--- src/rtl/stage3_store_buffer_if.sv ---
// CPU data port, downstream memory port and fence handshake of the stage3 store buffer.
// master = the mem stage / memory side that drives requests and responses; slave = the buffer.
interface stage3_store_buffer_if;
  logic [31:0] cpu_addr;
  logic [31:0] cpu_wdata;
  logic [3:0]  cpu_byte_en;
  logic        cpu_ren;
  logic        cpu_wen;
  logic [31:0] cpu_rdata;
  logic        cpu_busy;
  logic        cpu_error;
  logic [31:0] mem_addr;
  logic [31:0] mem_wdata;
  logic [3:0]  mem_byte_en;
  logic        mem_ren;
  logic        mem_wen;
  logic [31:0] mem_rdata;
  logic        mem_busy;
  logic        mem_error;
  logic        drain_req;
  logic        drain_done;
  logic        store_fault;
  logic [31:0] fault_addr;

  modport master (
    output cpu_addr, cpu_wdata, cpu_byte_en, cpu_ren, cpu_wen,
    output mem_rdata, mem_busy, mem_error, drain_req,
    input  cpu_rdata, cpu_busy, cpu_error,
    input  mem_addr, mem_wdata, mem_byte_en, mem_ren, mem_wen,
    input  drain_done, store_fault, fault_addr
  );

  modport slave (
    input  cpu_addr, cpu_wdata, cpu_byte_en, cpu_ren, cpu_wen,
    input  mem_rdata, mem_busy, mem_error, drain_req,
    output cpu_rdata, cpu_busy, cpu_error,
    output mem_addr, mem_wdata, mem_byte_en, mem_ren, mem_wen,
    output drain_done, store_fault, fault_addr
  );
endinterface

--- src/rtl/stage3_store_buffer.sv ---
// Posted-write store buffer: stores retire in 0 cycles when a slot is free (busy when full),
// loads forward from the youngest covering entry or wait for the buffer to drain, then read through.
module stage3_store_buffer #(
  parameter int DEPTH  = 4,
  parameter bit FWD_EN = 1'b1
) (
  input logic            CLK,
  input logic            nRST,
  stage3_store_buffer_if.slave bus
);
  localparam int PW = $clog2(DEPTH);
  localparam int CW = PW + 1;

  typedef struct packed {
    logic [29:0] addr;
    logic [31:0] wdata;
    logic [3:0]  byte_en;
  } entry_t;

  typedef enum logic [1:0] {IDLE, WRITE, READ} state_t;

  state_t          state, state_nx;
  entry_t          ent [DEPTH];
  logic [PW-1:0]   head, tail;
  logic [CW-1:0]   count;
  logic            fault;
  logic [31:0]     fault_a;
  logic            pend;

  logic            full, deq, enq, drain_hit;
  logic            fwd_hit, fwd_cover, fwd_ok;
  logic [PW-1:0]   fwd_idx;

  assign full      = (count == CW'(DEPTH));
  assign deq       = nRST && (state == WRITE) && !bus.mem_busy;
  assign enq       = nRST && bus.cpu_wen && (!full || deq);
  assign drain_hit = pend && (count == '0) && (state != WRITE);

  // Oldest-to-youngest scan; the last hit is the youngest matching word.
  always_comb begin
    fwd_hit = 1'b0;
    fwd_idx = head;
    for (int i = 0; i < DEPTH; i++) begin
      if ((CW'(i) < count) && (ent[head + PW'(i)].addr == bus.cpu_addr[31:2])) begin
        fwd_hit = 1'b1;
        fwd_idx = head + PW'(i);
      end
    end
  end

  assign fwd_cover = ((ent[fwd_idx].byte_en & bus.cpu_byte_en) == bus.cpu_byte_en);
  assign fwd_ok    = FWD_EN && fwd_hit && fwd_cover && !(deq && (fwd_idx == head));

  always_comb begin
    bus.cpu_rdata   = '0;
    bus.cpu_busy    = 1'b0;
    bus.cpu_error   = 1'b0;
    bus.mem_addr    = '0;
    bus.mem_wdata   = '0;
    bus.mem_byte_en = '0;
    bus.mem_ren     = 1'b0;
    bus.mem_wen     = 1'b0;
    state_nx        = state;
    if (nRST) begin
      case (state)
        IDLE: begin
          if (count != '0)
            state_nx = WRITE;
          else if (bus.cpu_ren && !bus.cpu_wen)
            state_nx = READ;
        end
        WRITE: begin
          bus.mem_wen     = 1'b1;
          bus.mem_addr    = {ent[head].addr, 2'b00};
          bus.mem_wdata   = ent[head].wdata;
          bus.mem_byte_en = ent[head].byte_en;
          if (!bus.mem_busy)
            state_nx = (count > CW'(1)) ? WRITE : IDLE;
        end
        READ: begin
          bus.mem_ren     = 1'b1;
          bus.mem_addr    = bus.cpu_addr;
          bus.mem_byte_en = bus.cpu_byte_en;
          if (!bus.mem_busy)
            state_nx = IDLE;
        end
        default: state_nx = IDLE;
      endcase

      // A store always wins over a coincident load.
      if (bus.cpu_wen) begin
        bus.cpu_busy = !enq;
      end else if (bus.cpu_ren) begin
        if (state == READ) begin
          bus.cpu_busy  = bus.mem_busy;
          bus.cpu_rdata = bus.mem_rdata;
          bus.cpu_error = bus.mem_error;
        end else if ((count != '0) && fwd_ok) begin
          bus.cpu_rdata = ent[fwd_idx].wdata;
        end else begin
          bus.cpu_busy = 1'b1;
        end
      end
    end
  end

  assign bus.drain_done  = nRST && drain_hit;
  assign bus.store_fault = nRST && fault;
  assign bus.fault_addr  = nRST ? fault_a : 32'h0;

  always_ff @(posedge CLK) begin
    if (!nRST) begin
      state   <= IDLE;
      head    <= '0;
      tail    <= '0;
      count   <= '0;
      fault   <= 1'b0;
      fault_a <= '0;
      pend    <= 1'b0;
    end else begin
      state <= state_nx;
      if (enq)
        tail <= tail + 1'b1;
      if (deq) begin
        head <= head + 1'b1;
        if (bus.mem_error && !fault) begin
          fault   <= 1'b1;
          fault_a <= {ent[head].addr, 2'b00};
        end
      end
      count <= count + CW'(enq) - CW'(deq);
      pend  <= drain_hit ? 1'b0 : (pend | bus.drain_req);
    end
  end

  // Entry payload needs no reset; count alone decides validity.
  always_ff @(posedge CLK) begin
    if (enq)
      ent[tail] <= '{addr: bus.cpu_addr[31:2], wdata: bus.cpu_wdata, byte_en: bus.cpu_byte_en};
  end
endmodule

--- src/flat_wrapper.sv ---
// flat-port wrapper written by rule: the top's interface ports become plain ports
module stage3_store_buffer_flat 
#(
  parameter int DEPTH  = 4,
  parameter bit FWD_EN = 1'b1
)
  (CLK, nRST, bus_cpu_addr, bus_cpu_wdata, bus_cpu_byte_en, bus_cpu_ren, bus_cpu_wen, bus_mem_rdata, bus_mem_busy, bus_mem_error, bus_drain_req, bus_cpu_rdata, bus_cpu_busy, bus_cpu_error, bus_mem_addr, bus_mem_wdata, bus_mem_byte_en, bus_mem_ren, bus_mem_wen, bus_drain_done, bus_store_fault, bus_fault_addr);
  stage3_store_buffer_if bus_i ();
  input logic CLK;
  input logic nRST;
  input wire logic [$bits(bus_i.cpu_addr)-1:0] bus_cpu_addr;
  input wire logic [$bits(bus_i.cpu_wdata)-1:0] bus_cpu_wdata;
  input wire logic [$bits(bus_i.cpu_byte_en)-1:0] bus_cpu_byte_en;
  input wire logic [$bits(bus_i.cpu_ren)-1:0] bus_cpu_ren;
  input wire logic [$bits(bus_i.cpu_wen)-1:0] bus_cpu_wen;
  input wire logic [$bits(bus_i.mem_rdata)-1:0] bus_mem_rdata;
  input wire logic [$bits(bus_i.mem_busy)-1:0] bus_mem_busy;
  input wire logic [$bits(bus_i.mem_error)-1:0] bus_mem_error;
  input wire logic [$bits(bus_i.drain_req)-1:0] bus_drain_req;
  output wire logic [$bits(bus_i.cpu_rdata)-1:0] bus_cpu_rdata;
  output wire logic [$bits(bus_i.cpu_busy)-1:0] bus_cpu_busy;
  output wire logic [$bits(bus_i.cpu_error)-1:0] bus_cpu_error;
  output wire logic [$bits(bus_i.mem_addr)-1:0] bus_mem_addr;
  output wire logic [$bits(bus_i.mem_wdata)-1:0] bus_mem_wdata;
  output wire logic [$bits(bus_i.mem_byte_en)-1:0] bus_mem_byte_en;
  output wire logic [$bits(bus_i.mem_ren)-1:0] bus_mem_ren;
  output wire logic [$bits(bus_i.mem_wen)-1:0] bus_mem_wen;
  output wire logic [$bits(bus_i.drain_done)-1:0] bus_drain_done;
  output wire logic [$bits(bus_i.store_fault)-1:0] bus_store_fault;
  output wire logic [$bits(bus_i.fault_addr)-1:0] bus_fault_addr;
  assign bus_i.cpu_addr = bus_cpu_addr;
  assign bus_i.cpu_wdata = bus_cpu_wdata;
  assign bus_i.cpu_byte_en = bus_cpu_byte_en;
  assign bus_i.cpu_ren = bus_cpu_ren;
  assign bus_i.cpu_wen = bus_cpu_wen;
  assign bus_i.mem_rdata = bus_mem_rdata;
  assign bus_i.mem_busy = bus_mem_busy;
  assign bus_i.mem_error = bus_mem_error;
  assign bus_i.drain_req = bus_drain_req;
  assign bus_cpu_rdata = bus_i.cpu_rdata;
  assign bus_cpu_busy = bus_i.cpu_busy;
  assign bus_cpu_error = bus_i.cpu_error;
  assign bus_mem_addr = bus_i.mem_addr;
  assign bus_mem_wdata = bus_i.mem_wdata;
  assign bus_mem_byte_en = bus_i.mem_byte_en;
  assign bus_mem_ren = bus_i.mem_ren;
  assign bus_mem_wen = bus_i.mem_wen;
  assign bus_drain_done = bus_i.drain_done;
  assign bus_store_fault = bus_i.store_fault;
  assign bus_fault_addr = bus_i.fault_addr;
  stage3_store_buffer #(.DEPTH(DEPTH), .FWD_EN(FWD_EN)) u_core (.CLK(CLK), .nRST(nRST), .bus(bus_i));
endmodule
--- config.mk ---
export PLATFORM = sky130hd
export DESIGN_NAME = stage3_store_buffer_flat
export DESIGN_NICKNAME = d
export VERILOG_FILES = /design/src/rtl/stage3_store_buffer_if.sv /design/src/rtl/stage3_store_buffer.sv /design/src/flat_wrapper.sv
export SDC_FILE = /design/constraint.sdc
export NUM_CORES = 1
export LEC_CHECK = 0
export ABC_CLOCK_PERIOD_IN_PS = 10000
export BUFFER_PORTS_ARGS = -buffer_cell sky130_fd_sc_hd__buf_2
export CAP_MARGIN = 5
export CELL_PAD_IN_SITES_DETAIL_PLACEMENT = 1
export CELL_PAD_IN_SITES_GLOBAL_PLACEMENT = 2
export CORE_UTILIZATION = 43
export CTS_CLUSTER_DIAMETER = 100
export DETAILED_ROUTE_END_ITERATION = 16
export HOLD_SLACK_MARGIN = 0.12
export PLACE_DENSITY_LB_ADDON = 0.1
export SYNTH_ARGS = -nofsm -noshare
export SYNTH_HDL_FRONTEND = slang
export SYNTH_SLANG_ARGS = --single-unit
--- constraint.sdc ---
create_clock -name CLK -period 10 [get_ports CLK]
set_input_delay 2.5 -clock CLK [delete_from_list [all_inputs] [get_ports CLK]]
set_output_delay 2.5 -clock CLK [all_outputs]
set_load 0.005 [all_outputs]
==> results.sh <==
export IMPL_grt_max_degree=81
export IMPL_worstSetupPathType="in -> out"
export IMPL_post_route_cell_area_mm2=0.0209
export IMPL_syn_avg_cell_area_um2=12.8
export IMPL_grt_pass1_wl_um=84200
export IMPL_drt_iter0_drc=906
export IMPL_worst_setup_path_end_kind="output port"
export IMPL_yosys_area_top_type="edfxtp_1"
export IMPL_grt_pass1_vias=13400
export IMPL_synthArstFlopShare_pct=0
export IMPL_synthToLayoutAreaGrowth_pct=14.1
export IMPL_instances_no_fill=2172
export IMPL_clock_tree_buffer_depth=3
export IMPL_die_x_um=208
export IMPL_post_route_period_util_pct=95.5
export IMPL_p_sw_share_pct=31.6
export IMPL_die_h_um=208
export IMPL_gp_congestion=0.929
export IMPL_boundaryPins=245
export IMPL_n_fill_cell=4381
export IMPL_grt_overflow=0
export IMPL_post_cts_resized=0
export IMPL_first_pass_iters=5
export IMPL_fin_skew_ps=17.6
export IMPL_pwr_share_comb_pct=28.0
export IMPL_dp_cells=2105
export IMPL_clk_pin_slew_worst_paths_ps=60
export IMPL_multi_input_area_mm2=0.00882
export IMPL_power_frac_clock_pct=31.9
export IMPL_cts_root_buf="clkbuf_16"
export IMPL_drive_gt1_share_pct=32.1
export IMPL_cts_num_sinks=307
export IMPL_setup_viol=0
export IMPL_syn_area_mm2=0.0183
export IMPL_tns_ps=0
export IMPL_vias=12900
export IMPL_p_leak_uw=0.00709
export IMPL_slew_headroom_pct=32.5
export IMPL_p_int_uw=2670
export IMPL_startpoint_type="input pin"
export IMPL_power_total_uw=3900
export IMPL_grt_antenna_before_repair=7
export IMPL_synth_ff_type="edfxtp_1"
export IMPL_synth_top_area_share_pct=43.4
export IMPL_grt_use_total_pct=26.0
export IMPL_yosysSeqAreaShare_pct=48.1
export IMPL_synth_edf_count=264
export IMPL_yosysWarningCount=0
export IMPL_seq_area_mm2=0.00880
export IMPL_core_mm2=0.0419
export IMPL_initial_core_util_pct=43.6
export IMPL_worstMarginPinSlew_ps=1010
export IMPL_synth_cell_types=82
export IMPL_cts_tree="done"
export IMPL_drv_slew=0
export IMPL_rsz0062_at_grt="no"
export IMPL_ant_nets=0
export IMPL_hp_class="reg -> reg"
export IMPL_die_area_mm2=0.0433
export IMPL_hold_violations=0
export IMPL_maxCapViolations=0
export IMPL_synth_seq_cells=307
export IMPL_synthTopCellsByArea="edfxtp_1 43%, mux4_2 14%, mux2i_1 6.1%"
export IMPL_seqPwrFrac_pct=40.1
export IMPL_fmaxAchievable_mhz=105
export IMPL_routed_wirelength_um=56100
export IMPL_numCtsBuffers=37
export IMPL_vdd_ir_drop_max_uv=133
export IMPL_wl_per_cell_um=25.8
export IMPL_clk_latency_ps=550
export IMPL_dpl_hpwl_um=38800
export IMPL_power_density_mw_per_mm2=187
export IMPL_detail_route_vias_per_cell=5.95
export IMPL_critPathMaxFanout=22
export IMPL_switchingPower_uw=1230
export IMPL_num_rows=75
export IMPL_cp_required_ps=7500
export IMPL_place_port_buffers=242
export IMPL_fin_nets=1725
export IMPL_min_period_ps=9550
export IMPL_synth_cells=1423
export IMPL_drc_errors=0
export IMPL_post_cts_buffers=0
export IMPL_postPlaceCellArea_mm2=0.0198
export IMPL_status="complete, no violations"
export IMPL_cts_max_level=2
export IMPL_ctsHoldBuffers=0
export IMPL_worstPathArrival_ps=7050
cells by family (layout without fill, tap and decap cells):
logic type | count (synthesis) | in the layout | share of synthesized area (%)
simple gates | 370 | 370 | 10.5
flops | 307 | 307 | 48.1
mux | 267 | 267 | 22.6
compound gates | 207 | 207 | 8.30
buf+inv | 141 | 349 | 3.83
xor+xnor | 117 | 117 | 5.71
fa+ha+maj | 13 | 13 | 0.931
other cells | 1 | 3 | 0.0205
critical path, cell delays in order:
cell,delay (ps)
buf_2,190
inv_1,140
a222oi_1,480
nand4b_1,230
o31ai_1,270
and4b_1,390
a32oi_4,210
xnor2_4,730
mux2i_1,250
a2111oi_2,480
nand4_4,500
buf_4,370
o21ai_2,130
buf_2,130
per-layer routing:
metal,up-vias,global-route usage (%),wire (um)
li1,5765,-,-
met1,6618,34.2,23900
met2,422,43.1,27000
met4,12,8.84,1740
met5,-,0,82
met3,104,5.18,3390
Yosys cell counts, drive strengths merged, types with 3 or more instances:
| library cell | count |
|---|---|
| edfxtp | 264 |
| nand2 | 122 |
| mux2i | 112 |
| mux4 | 112 |
| xnor2 | 77 |
| nor2 | 76 |
| clkbuf | 71 |
| a21oi | 51 |
| buf | 50 |
| and2 | 45 |
| dfxtp | 43 |
| mux2 | 43 |
| o21ai | 43 |
| xor2 | 40 |
| a22oi | 37 |
| nor2b | 37 |
| a21boi | 30 |
| nand4 | 21 |
| inv | 20 |
| ha | 12 |
| nor4 | 10 |
| nand2b | 8 |
| nand3 | 8 |
| or3 | 8 |
| or2 | 6 |
| o2111ai | 5 |
| o221ai | 5 |
| or3b | 5 |
| a222oi | 4 |
| and4 | 4 |
| nand4b | 4 |
| nor3 | 4 |
| a211oi | 3 |
| and3 | 3 |
| o31ai | 3 |
layout by cell type (no fill, tap or decap), drive strengths merged, types with 45 or more instances in the layout:
cell type  netlist  routed
edfxtp         264     264
buf             50     263
nand2          122     122
mux4           112     112
mux2i          112     112
xnor2           77      77
nor2            76      76
a21oi           51      51
clkbuf          71      50
and2            45      45
power by group through the flow:
| stage | registers (uW) | clock network [uW] | logic (uW) |
|---|---|---|---|
| floorplan | 1530 | 0 | 813 |
| global placement | 1590 | 0 | 1090 |
| detailed placement | 1590 | 0 | 1090 |
| CTS | 1570 | 1270 | 1100 |
| global route | 1570 | 1310 | 1170 |
| finish | 1560 | 1240 | 1090 |
registers in the layout (all words and copies together) (netlist names), named ones only:
name            flops
u_core.ent        264
u_core.fault_a     30
u_core.state        2
u_core.fault        1
u_core.pend         1
u_core.head         2
u_core.count        3
u_core.tail         2
worst paths after layout:
path	from	to	slack [ps]	depth (start not counted)
worst max-delay path	bus_cpu_addr[11]	bus_cpu_rdata[10]	450	14
worst min-delay path	u_core.fault_a[8]	u_core.fault_a[8]	460	2
worst max register to register	u_core.state[1]	u_core.ent[0][20]	6810	7
worst min register to register	u_core.fault_a[8]	u_core.fault_a[8]	460	2
cell type report:
class	instances	share of cell area, %
clock inverters	16	0.528
repair buffers	263	6.68
inverters	20	0.360
well taps	539	3.23
flip-flops and latches	307	42.2
multi-input cells	976	42.3
diodes	1	0.0120
clock buffers	50	4.72
per-stage QoR:
step	worst slack [ps]	hold WS, ps	util [%]
after floorplan	2100	439	-
after global placement	644	450	47.1
after detailed placement	447	458	47.1
after CTS	413	466	49.7
after global routing	97.6	482	49.7
final	453	462	49.7
Note: power is estimated with default switching activity, not from simulation.
